**config.mk**
```make
export PLATFORM = sky130hd
export DESIGN_NAME = serial_subtractor_flat
export DESIGN_NICKNAME = d
export VERILOG_FILES = /design/src/rtl/serial_subtractor_if.sv /design/src/rtl/serial_subtractor.sv /design/src/flat_wrapper.sv
export SDC_FILE = /design/constraint.sdc
export NUM_CORES = 1
export LEC_CHECK = 0
export CORE_UTILIZATION = 52
export DETAILED_ROUTE_END_ITERATION = 16
export HOLD_SLACK_MARGIN = 0.15
export PLACE_DENSITY = 0.79
export SKIP_LAST_GASP = 1
export SLEW_MARGIN = 20
export SYNTH_ARGS = -nofsm -noshare
export SYNTH_HDL_FRONTEND = slang
export SYNTH_SLANG_ARGS = --single-unit
```
**constraint.sdc**
```tcl
create_clock -name clk -period 2 [get_ports clk]
set_input_delay 0.5 -clock clk [delete_from_list [all_inputs] [get_ports clk]]
set_output_delay 0.5 -clock clk [all_outputs]
set_load 0.02 [all_outputs]
```
**src/rtl/serial_subtractor_if.sv**
```systemverilog
// Handshake and operand/result bundle for serial_subtractor.
// Carries ovf only when SERIAL_SUBTRACTOR_OVF_EN is defined.
interface serial_subtractor_if #(
    parameter int WIDTH = 8
);
    logic             start;
    logic [WIDTH-1:0] a;
    logic [WIDTH-1:0] b;
    logic             bin;
    logic             busy;
    logic             done;
    logic [WIDTH-1:0] d;
    logic             bout;
`ifdef SERIAL_SUBTRACTOR_OVF_EN
    logic             ovf;

    modport master (output start, a, b, bin, input busy, done, d, bout, ovf);
    modport slave  (input start, a, b, bin, output busy, done, d, bout, ovf);
`else
    modport master (output start, a, b, bin, input busy, done, d, bout);
    modport slave  (input start, a, b, bin, output busy, done, d, bout);
`endif
endinterface

```
**src/rtl/serial_subtractor.sv**
```systemverilog
// Bit-serial d = a - b - bin, one full-subtractor cell reused LSB-first.
// Define SERIAL_SUBTRACTOR_OVF_EN to add the signed-overflow output ovf.
//
//   state | meaning
//   IDLE  | waiting for start; operands latched on accept
//   SHIFT | one difference bit per cycle, LSB first
//   DONE  | result valid, done pulses for one cycle
module serial_subtractor #(
    parameter int WIDTH = 8
) (
    input  logic                clk,
    input  logic                rst_n,
    serial_subtractor_if.slave  bus
);
    localparam int CW = $clog2(WIDTH);

    localparam logic [1:0] IDLE  = 2'd0;
    localparam logic [1:0] SHIFT = 2'd1;
    localparam logic [1:0] DONE  = 2'd2;

    logic [1:0]       state_q, state_d;
    logic [WIDTH-1:0] sa_q, sa_d;
    logic [WIDTH-1:0] sb_q, sb_d;
    logic [WIDTH-1:0] res_q, res_d;
    logic [WIDTH-1:0] d_q, d_d;
    logic [CW-1:0]    cnt_q, cnt_d;
    logic             brw_q, brw_d;
    logic             bout_q, bout_d;
    logic             diff;
    logic             brw_nxt;
`ifdef SERIAL_SUBTRACTOR_OVF_EN
    logic             amsb_q, amsb_d;
    logic             bmsb_q, bmsb_d;
    logic             ovf_q, ovf_d;
`endif

    assign diff    = sa_q[0] ^ sb_q[0] ^ brw_q;
    assign brw_nxt = (~sa_q[0] & sb_q[0]) | (~(sa_q[0] ^ sb_q[0]) & brw_q);

    always_comb begin
        state_d = state_q;
        sa_d    = sa_q;
        sb_d    = sb_q;
        res_d   = res_q;
        d_d     = d_q;
        cnt_d   = cnt_q;
        brw_d   = brw_q;
        bout_d  = bout_q;
`ifdef SERIAL_SUBTRACTOR_OVF_EN
        amsb_d  = amsb_q;
        bmsb_d  = bmsb_q;
        ovf_d   = ovf_q;
`endif
        case (state_q)
            IDLE: begin
                if (bus.start) begin
                    sa_d    = bus.a;
                    sb_d    = bus.b;
                    brw_d   = bus.bin;
                    cnt_d   = '0;
                    state_d = SHIFT;
`ifdef SERIAL_SUBTRACTOR_OVF_EN
                    amsb_d  = bus.a[WIDTH-1];
                    bmsb_d  = bus.b[WIDTH-1];
`endif
                end
            end
            SHIFT: begin
                sa_d  = sa_q >> 1;
                sb_d  = sb_q >> 1;
                brw_d = brw_nxt;
                res_d = {diff, res_q[WIDTH-1:1]};
                cnt_d = cnt_q + CW'(1);
                if (cnt_q == CW'(WIDTH - 1)) begin
                    d_d     = res_d;
                    bout_d  = brw_nxt;
                    state_d = DONE;
`ifdef SERIAL_SUBTRACTOR_OVF_EN
                    // final diff bit is the result MSB
                    ovf_d   = (amsb_q ^ bmsb_q) & (diff ^ amsb_q);
`endif
                end
            end
            DONE:    state_d = IDLE;
            default: state_d = IDLE;
        endcase
    end

    always_ff @(posedge clk or negedge rst_n) begin
        if (!rst_n) begin
            state_q <= IDLE;
            sa_q    <= '0;
            sb_q    <= '0;
            res_q   <= '0;
            d_q     <= '0;
            cnt_q   <= '0;
            brw_q   <= 1'b0;
            bout_q  <= 1'b0;
`ifdef SERIAL_SUBTRACTOR_OVF_EN
            amsb_q  <= 1'b0;
            bmsb_q  <= 1'b0;
            ovf_q   <= 1'b0;
`endif
        end else begin
            state_q <= state_d;
            sa_q    <= sa_d;
            sb_q    <= sb_d;
            res_q   <= res_d;
            d_q     <= d_d;
            cnt_q   <= cnt_d;
            brw_q   <= brw_d;
            bout_q  <= bout_d;
`ifdef SERIAL_SUBTRACTOR_OVF_EN
            amsb_q  <= amsb_d;
            bmsb_q  <= bmsb_d;
            ovf_q   <= ovf_d;
`endif
        end
    end

    // status decoded from state so reset clears it without waiting for a clock
    assign bus.busy = (state_q == SHIFT);
    assign bus.done = (state_q == DONE);
    assign bus.d    = d_q;
    assign bus.bout = bout_q;
`ifdef SERIAL_SUBTRACTOR_OVF_EN
    assign bus.ovf  = ovf_q;
`endif
endmodule

```
**src/flat_wrapper.sv**
```systemverilog
// flat-port wrapper written by rule: the top's interface ports become plain ports
module serial_subtractor_flat 
#(
    parameter int WIDTH = 8
)
  (clk, rst_n, bus_start, bus_a, bus_b, bus_bin, bus_busy, bus_done, bus_d, bus_bout);
  serial_subtractor_if #(.WIDTH(WIDTH)) bus_i ();
  input  logic clk;
  input  logic rst_n;
  input wire logic [$bits(bus_i.start)-1:0] bus_start;
  input wire logic [$bits(bus_i.a)-1:0] bus_a;
  input wire logic [$bits(bus_i.b)-1:0] bus_b;
  input wire logic [$bits(bus_i.bin)-1:0] bus_bin;
  output wire logic [$bits(bus_i.busy)-1:0] bus_busy;
  output wire logic [$bits(bus_i.done)-1:0] bus_done;
  output wire logic [$bits(bus_i.d)-1:0] bus_d;
  output wire logic [$bits(bus_i.bout)-1:0] bus_bout;
  assign bus_i.start = bus_start;
  assign bus_i.a = bus_a;
  assign bus_i.b = bus_b;
  assign bus_i.bin = bus_bin;
  assign bus_busy = bus_i.busy;
  assign bus_done = bus_i.done;
  assign bus_d = bus_i.d;
  assign bus_bout = bus_i.bout;
  serial_subtractor #(.WIDTH(WIDTH)) u_core (.clk(clk), .rst_n(rst_n), .bus(bus_i));
endmodule
```
* After elaboration in Yosys (flattened, before gate mapping)
Index checks and enable logic that the tools add are counted.
Widths: inputs -> output; s select.
** Cells by class
- Muxes and demuxes :: 11
- Bitwise gates (word level) :: 7
- Add/sub/neg operators :: 1
- Equal/unequal tests :: 5
- Reductions and logical operators :: 5
** Operator list (count)
- $pmux 8 s2 :: 2
- $mux 8 :: 2
- $pmux 3 s2 :: 1
- $reduce_and 2->1 :: 3
- $mux 2 :: 2
- $pmux 2 s2 :: 1
- $add 3x1->3 const B :: 1
- $eq 3x3->1 const B :: 1
- $mux 3 :: 1
- $and 1x1->1 :: 2
- $eq 2x1->1 const B :: 1
- $eq 2x2->1 const B :: 1
- $logic_not 2->1 :: 1
- $ne 2x1->1 const B :: 1
- $ne 2x2->1 const B :: 1
- $not 1->1 :: 2
- $pmux 1 s2 :: 1
- $reduce_bool 2->1 :: 1
- $xor 1x1->1 :: 2
- $mux 1 :: 1
- $or 1x1->1 :: 1
** Storage, ports and cells
- Input port bits :: 20
- Register bits after elaboration :: 39
- Output and inout port bits :: 11

* Logic depth before layout (Yosys ltp)
Gate-level depths: netlist of run 1.
- Depth after elaboration :: 5
- Depth in mapped cells :: 5

* Least setup slack after synthesis of run 1
Ideal clock, no wire load.
- Path kind :: register -> output
- From :: register u_core.state_q[1]
- To :: output bus_done
- Cell stages (with the launch flop) :: 4
- Required time :: 1.500 ns
- Data arrival time :: 1.067 ns
- Path buffers :: 2
- Path slack :: 0.433 ns
- Path through :: dfrtp_1 -> buf_2 -> buf_4 -> nor2b_1
** On the way
- Word-level cells in the longest chain between the ends :: 1
** RTL lines
- start, declared :: line serial_subtractor.sv:21 : logic [1:0] state_q, state_d;
- start signal, assigned :: line serial_subtractor.sv:105 : state_q <= state_d;
- $eq 2x2->1 :: line serial_subtractor.sv:123 : assign bus.done = (state_q == DONE);
- end, declared :: line flat_wrapper.sv:15 : output wire logic [$bits(bus_i.done)-1:0] bus_done;
Every way passes these cells.

* Worst setup path after layout of run 1
- From :: register u_core.d_q[0], in the netlist u_core.bus.d[0]
- To :: output bus_d[0]
** RTL lines
- start, declared :: line serial_subtractor.sv:25 : logic [WIDTH-1:0] d_q, d_d;
- start signal, assigned :: line serial_subtractor.sv:95 : d_q <= '0;
- start signal, assigned :: line serial_subtractor.sv:109 : d_q <= d_d;
- end, declared :: line flat_wrapper.sv:16 : output wire logic [$bits(bus_i.d)-1:0] bus_d;
No word-level cell between the ends.

==> impl_metrics.env, run 1 <==
export IMPL_dr_pass1_iters=4
export IMPL_period_share=0.904
export IMPL_skew_ns=0.00842
export IMPL_synth_flop_cell="dfrtp_1"
export IMPL_antenna_left=0
export IMPL_tns_ns=0
export IMPL_area_growth_pct=22.2
export IMPL_avgSynthCellArea_um2=12.6
export IMPL_dp_cells=210
export IMPL_wirelength_um=3170
export IMPL_cp_data_required_time_ns=1.50
export IMPL_yosysUniqueCellTypes=28
export IMPL_cp_start_kind="flop"
export IMPL_ys_ff_latch=38
export IMPL_grt_overflow=0
export IMPL_antenna_found_initial=0
export IMPL_finalHoldViolCount=0
export IMPL_fmax_mhz=553
export IMPL_grtUsageTotal=0.204
export IMPL_path_class="reg2out"
export IMPL_cts_tree="built"
export IMPL_worst_pin_slew_ns=0.522
export IMPL_synth_cells=141
export IMPL_die_w_um=60.6
export IMPL_place_detailed_hpwl_um=2190
export IMPL_setup_viol=0
export IMPL_htreeDepth=2
export IMPL_cap_violations=0
export IMPL_nets=197
export IMPL_slew_headroom=0.651
export IMPL_async_flop_share=1.00
export IMPL_cp_end_kind="primary output"
export IMPL_worst_path_largest_cell_delay_ns=0.60
export IMPL_dr_first_iter_drc_count=27
export IMPL_cp_top_family="buffers and inverters"
export IMPL_gp_congestion=0.781
export IMPL_synth_edff_count=0
export IMPL_grt_pass1_wl_um=5340
export IMPL_cts_buffers=5
export IMPL_drive_gt1_frac=0.132
export IMPL_synth_fp_nets=164
export IMPL_grt_pass1_vias=1183
export IMPL_rows=20
export IMPL_period_minus_slack_ns=1.81
export IMPL_post_cts_buffers=0
export IMPL_clk_pin_slew_ns=0.11
export IMPL_clock_root_buffer="clkbuf_4"
export IMPL_insertion_delay_ns=0.34
export IMPL_post_route_drc_count=0
export IMPL_num_antenna_cells=0
export IMPL_worst_path_max_delay_cell="clkdlybuf4s50_1"
export IMPL_power_leakage_uw=0.000944
export IMPL_slew_violations=0
export IMPL_crit_chain="clkdlybuf4s50_1"
export IMPL_cts_sinks=38
export IMPL_status="completed"
export IMPL_layout_common_cells="38 x dfrtp_1, 27 x clkdlybuf4s50_1, 17 x inv_1"
export IMPL_grt_start_max_net_pins=33
export IMPL_dpl_instance_area_um2=2120
export IMPL_post_drt_via_cell_ratio=5.61
export IMPL_dieArea_um2=3670
export IMPL_cts_buffer_depth=2
export IMPL_ir_drop_v=0.000594
export IMPL_critPathMaxFanout=2
export IMPL_ys_seq_area_frac=0.533
export IMPL_arrival_ns=1.31
export IMPL_synth_area_um2=1780
export IMPL_yosysWarnings=0
export IMPL_p_per_area_nw_per_um2=1430
export IMPL_final_common_cell="dfrtp_1"
export IMPL_final_cell_area_um2=2180
export IMPL_hold_class="reg2reg"
export IMPL_vias=1224
export IMPL_initial_core_util=0.565
export IMPL_grt_setup_unrepaired="false"
export IMPL_die_h_um=60.6
export IMPL_crit_buf_inv=1
export IMPL_wl_per_cell_um=14.5
export IMPL_final_cells=218
export IMPL_final_core_util=0.691
export IMPL_ios=31
export IMPL_numPortBuffers=30
export IMPL_core_um2=3150
[worst paths after layout]
path | startpoint | to | slack [ns] | depth (start not counted)
setup / recovery | u_core.bus.d[0] | bus_d[0] | 0.19 | 1
hold / removal | u_core.sb_q[7] | u_core.sb_q[7] | 0.49 | 1
setup reg to reg | u_core.state_q[0] | u_core.bus.d[1] | 0.29 | 3
hold reg to reg | u_core.sb_q[7] | u_core.sb_q[7] | 0.49 | 1
max in group asynchronous | rst_n | u_core.sa_q[1] | 0.91 | 3
min in group asynchronous | rst_n | u_core.res_q[1] | 0.62 | 2
[layout make-up]
cell class	instances	area, µm²
inverter	18	67.6
timing repair buffer	38	368
multi-input combinational	73	691
clock buffer	5	37.5
clock inverter	2	10.0
sequential	38	951
tap	44	55.1
fill	253	973
[kinds of logic (layout without fill, tap and decap cells)]
logic type               Yosys count  in the layout  share of synthesized area
AND/OR/NAND/NOR                   32             32                      0.145
AO/OA/AOI/OAI                     21             21                      0.106
flip-flops                        38             38                      0.533
multiplexers                      17             17                      0.111
buffers and inverters             30             63                     0.0793
adder cells (fa/ha/maj)            3              3                     0.0253
[routing by layer]
metal  wire length [µm]  track usage  part of all wire
met1               1410        0.251              0.45
met2               1590        0.339              0.50
met3                120       0.0576             0.038
met4                 44       0.0812             0.014
met5                  0            0                 0
[cell usage after synthesis (4+ instances only)]
cell | n | area, µm²
buf_2 | 5 | 25.0
a211oi_1 | 11 | 82.6
clkbuf_1 | 4 | 15.0
nor4b_1 | 15 | 131
mux2_1 | 13 | 146
dfrtp_1 | 38 | 951
a221oi_2 | 4 | 60.1
nor3b_1 | 11 | 82.6
inv_1 | 17 | 63.8
[per-stage QoR]
stage               worst slack, ns  total power [µW]  hold WS [ns]
detailed placement            0.293              2800         0.471
finish                        0.192              3120         0.491
CTS                           0.168              3160         0.495
global route                  0.102              3360         0.514
floorplan                     0.433              2350         0.204
global placement              0.309              2720         0.464
[sequential cells by signal, summed over array words and instances, names as in the netlist]
register and cells:
u_core.brw_q 1, u_core.bus.bout 1, u_core.bus.d 8, u_core.cnt_q 3, u_core.res_q 7, u_core.sa_q 8, u_core.sb_q 8, u_core.state_q 2
[power breakdown]
| part | switching [µW] | total [µW] | internal (µW) |
|---|---|---|---|
| registers | 191 | 1330 | 1140 |
| logic | 697 | 1430 | 730 |
| clock network | 235 | 361 | 126 |
| total | 1120 | 3120 | 2000 |
[repair_timing]
item                       in CTS  in global routing
hold endpoints to repair       18                  0
gates resized for setup         2                  0
setup endpoints to repair       2                  0
hold buffers                    1                  0
Power figures use the tool's default switching activity.
==> inputs of run 2 (changes only) <==
--- a/config.mk
+++ b/config.mk
@@ -7,6 +7,7 @@
 export LEC_CHECK = 0
 export CORE_UTILIZATION = 52
 export DETAILED_ROUTE_END_ITERATION = 16
+export GPL_ROUTABILITY_DRIVEN = 0
 export HOLD_SLACK_MARGIN = 0.15
 export PLACE_DENSITY = 0.79
 export SKIP_LAST_GASP = 1
@@ -14,3 +15,4 @@
 export SYNTH_ARGS = -nofsm -noshare
 export SYNTH_HDL_FRONTEND = slang
 export SYNTH_SLANG_ARGS = --single-unit
+export TNS_END_PERCENT = 50
==> run 2 against run 1 <==
Power increased by 0.10%. Worst hold slack about the same. Critical endpoint is now bus_d[1]. Global-route usage about the same. Combinational power hardly changed. Fmax hardly changed. Clock power barely moved. Clock skew grew 0.00075 ns.
==> impl_metrics.env, run 2 (same netlist as run 1, synthesis figures left out) <==
export IMPL_dr_first_iter_drc_count=32
export IMPL_ir_drop_v=0.000594
export IMPL_p_per_area_nw_per_um2=1430
export IMPL_path_class="reg2out"
export IMPL_cts_sinks=38
export IMPL_dpl_worst_slack_ns=0.293
export IMPL_htreeDepth=2
export IMPL_arrival_ns=1.31
export IMPL_cts_tree="built"
export IMPL_grtUsageMet2=0.338
export IMPL_grt_pass1_vias=1183
export IMPL_grt_busiest_layer="met2"
export IMPL_setup_viol=0
export IMPL_grt_setup_unrepaired="false"
export IMPL_status="completed"
export IMPL_insertion_delay_ns=0.34
export IMPL_grt_start_max_net_pins=33
export IMPL_cts_buffers=5
export IMPL_critPathMaxFanout=2
export IMPL_power_leakage_uw=0.000958
export IMPL_worst_path_largest_cell_delay_ns=0.60
export IMPL_area_growth_pct=22.5
export IMPL_ios=31
export IMPL_crit_chain="clkdlybuf4s50_1"
export IMPL_rows=20
export IMPL_crit_buf_inv=1
export IMPL_fmax_mhz=553
export IMPL_wirelength_um=3170
export IMPL_numPortBuffers=30
export IMPL_dr_pass1_iters=4
export IMPL_grt_pass1_wl_um=5330
export IMPL_hold_class="reg2reg"
export IMPL_cp_end_kind="primary output"
export IMPL_antenna_left=0
export IMPL_clk_pin_slew_ns=0.11
export IMPL_die_h_um=60.6
export IMPL_final_common_cell="dfrtp_1"
export IMPL_die_w_um=60.6
export IMPL_cts_buffer_depth=2
export IMPL_clock_root_buffer="clkbuf_4"
export IMPL_dieArea_um2=3670
export IMPL_cap_violations=0
export IMPL_skew_ns=0.00918
export IMPL_drive_gt1_frac=0.132
export IMPL_post_route_drc_count=0
export IMPL_cp_data_required_time_ns=1.50
export IMPL_wl_per_cell_um=14.5
export IMPL_worst_path_max_delay_cell="clkdlybuf4s50_1"
export IMPL_use_met3=0.0576
export IMPL_grtUsageTotal=0.203
export IMPL_cp_start_kind="flop"
export IMPL_grt_overflow=0
export IMPL_final_core_util=0.692
export IMPL_vias=1214
export IMPL_post_cts_buffers=0
export IMPL_finalHoldViolCount=0
export IMPL_period_share=0.904
export IMPL_place_detailed_hpwl_um=2190
export IMPL_slew_headroom=0.649
export IMPL_worst_pin_slew_ns=0.525
export IMPL_nets=197
export IMPL_post_drt_via_cell_ratio=5.57
export IMPL_layout_common_cells="38 x dfrtp_1, 27 x clkdlybuf4s50_1, 17 x inv_1"
export IMPL_use_met1=0.251
export IMPL_core_um2=3150
export IMPL_initial_core_util=0.565
export IMPL_num_antenna_cells=0
export IMPL_fin_ws_ns=0.192
export IMPL_antenna_found_initial=0
export IMPL_cp_top_family="buffers and inverters"
export IMPL_period_minus_slack_ns=1.81
export IMPL_slew_violations=0
[run 2: changes by cell type in the layout (fill, tap and decap cells not counted)]
| cell | change |
|---|---|
| dlymetal6s2s_1 | +1 |
| dlygate4sd2_1 | -1 |
[run 2: worst paths after layout]
kind / startpoint / endpoint / cells past startpoint / slack [ns]
setup / recovery: u_core.bus.d[1] / bus_d[1] / 1 / 0.19
hold reg to reg: u_core.sb_q[7] / u_core.sb_q[7] / 1 / 0.49
setup reg to reg: u_core.state_q[1] / u_core.bus.d[1] / 3 / 0.28
hold / removal: u_core.sb_q[7] / u_core.sb_q[7] / 1 / 0.49
max in group asynchronous: rst_n / u_core.bus.bout / 3 / 0.91
min in group asynchronous: rst_n / u_core.res_q[1] / 2 / 0.62
[run 2: layer usage]
| metal | routed length, µm | vias to the layer above |
|---|---|---|
| li1 | - | 573 |
| met1 | 1390 | 609 |
| met2 | 1610 | 26 |
| met4 | 41 | 0 |
| met5 | 0 | - |
| met3 | 120 | 6 |
[run 2: per-stage QoR]
step                hold slack, ns  instances  setup TNS (ns)  power, µW  instance area, µm²
global route                 0.514        218               0       3360                2180
finish                       0.490        218               0       3120                2180
detailed placement           0.471        210               0       2800                2120
CTS                          0.495        218         -0.0246       3160                2180
floorplan                    0.204        141               0       2350                1780
global placement             0.464        210               0       2720                2120
[run 2: cell type report]
| class | instances | area [µm²] |
|---|---|---|
| timing repair buffer | 38 | 372 |
| clock buffer | 5 | 37.5 |
| sequential | 38 | 951 |
| multi-input combinational | 73 | 691 |
| clock inverter | 2 | 10.0 |
| inverter | 18 | 67.6 |
| tap | 44 | 55.1 |
| fill | 251 | 970 |
[run 2: timing repair]
action | in CTS | in global routing
endpoints found under the hold margin | 18 | 0
gates resized for setup | 1 | 1
endpoints found under the setup margin | 2 | 1
hold buffers | 1 | 0
[run 2: power breakdown]
| group | internal (µW) | total (µW) | switching, µW |
|---|---|---|---|
| logic | 731 | 1430 | 698 |
| clock network | 126 | 361 | 235 |
| registers | 1140 | 1330 | 191 |
| total | 2000 | 3120 | 1120 |
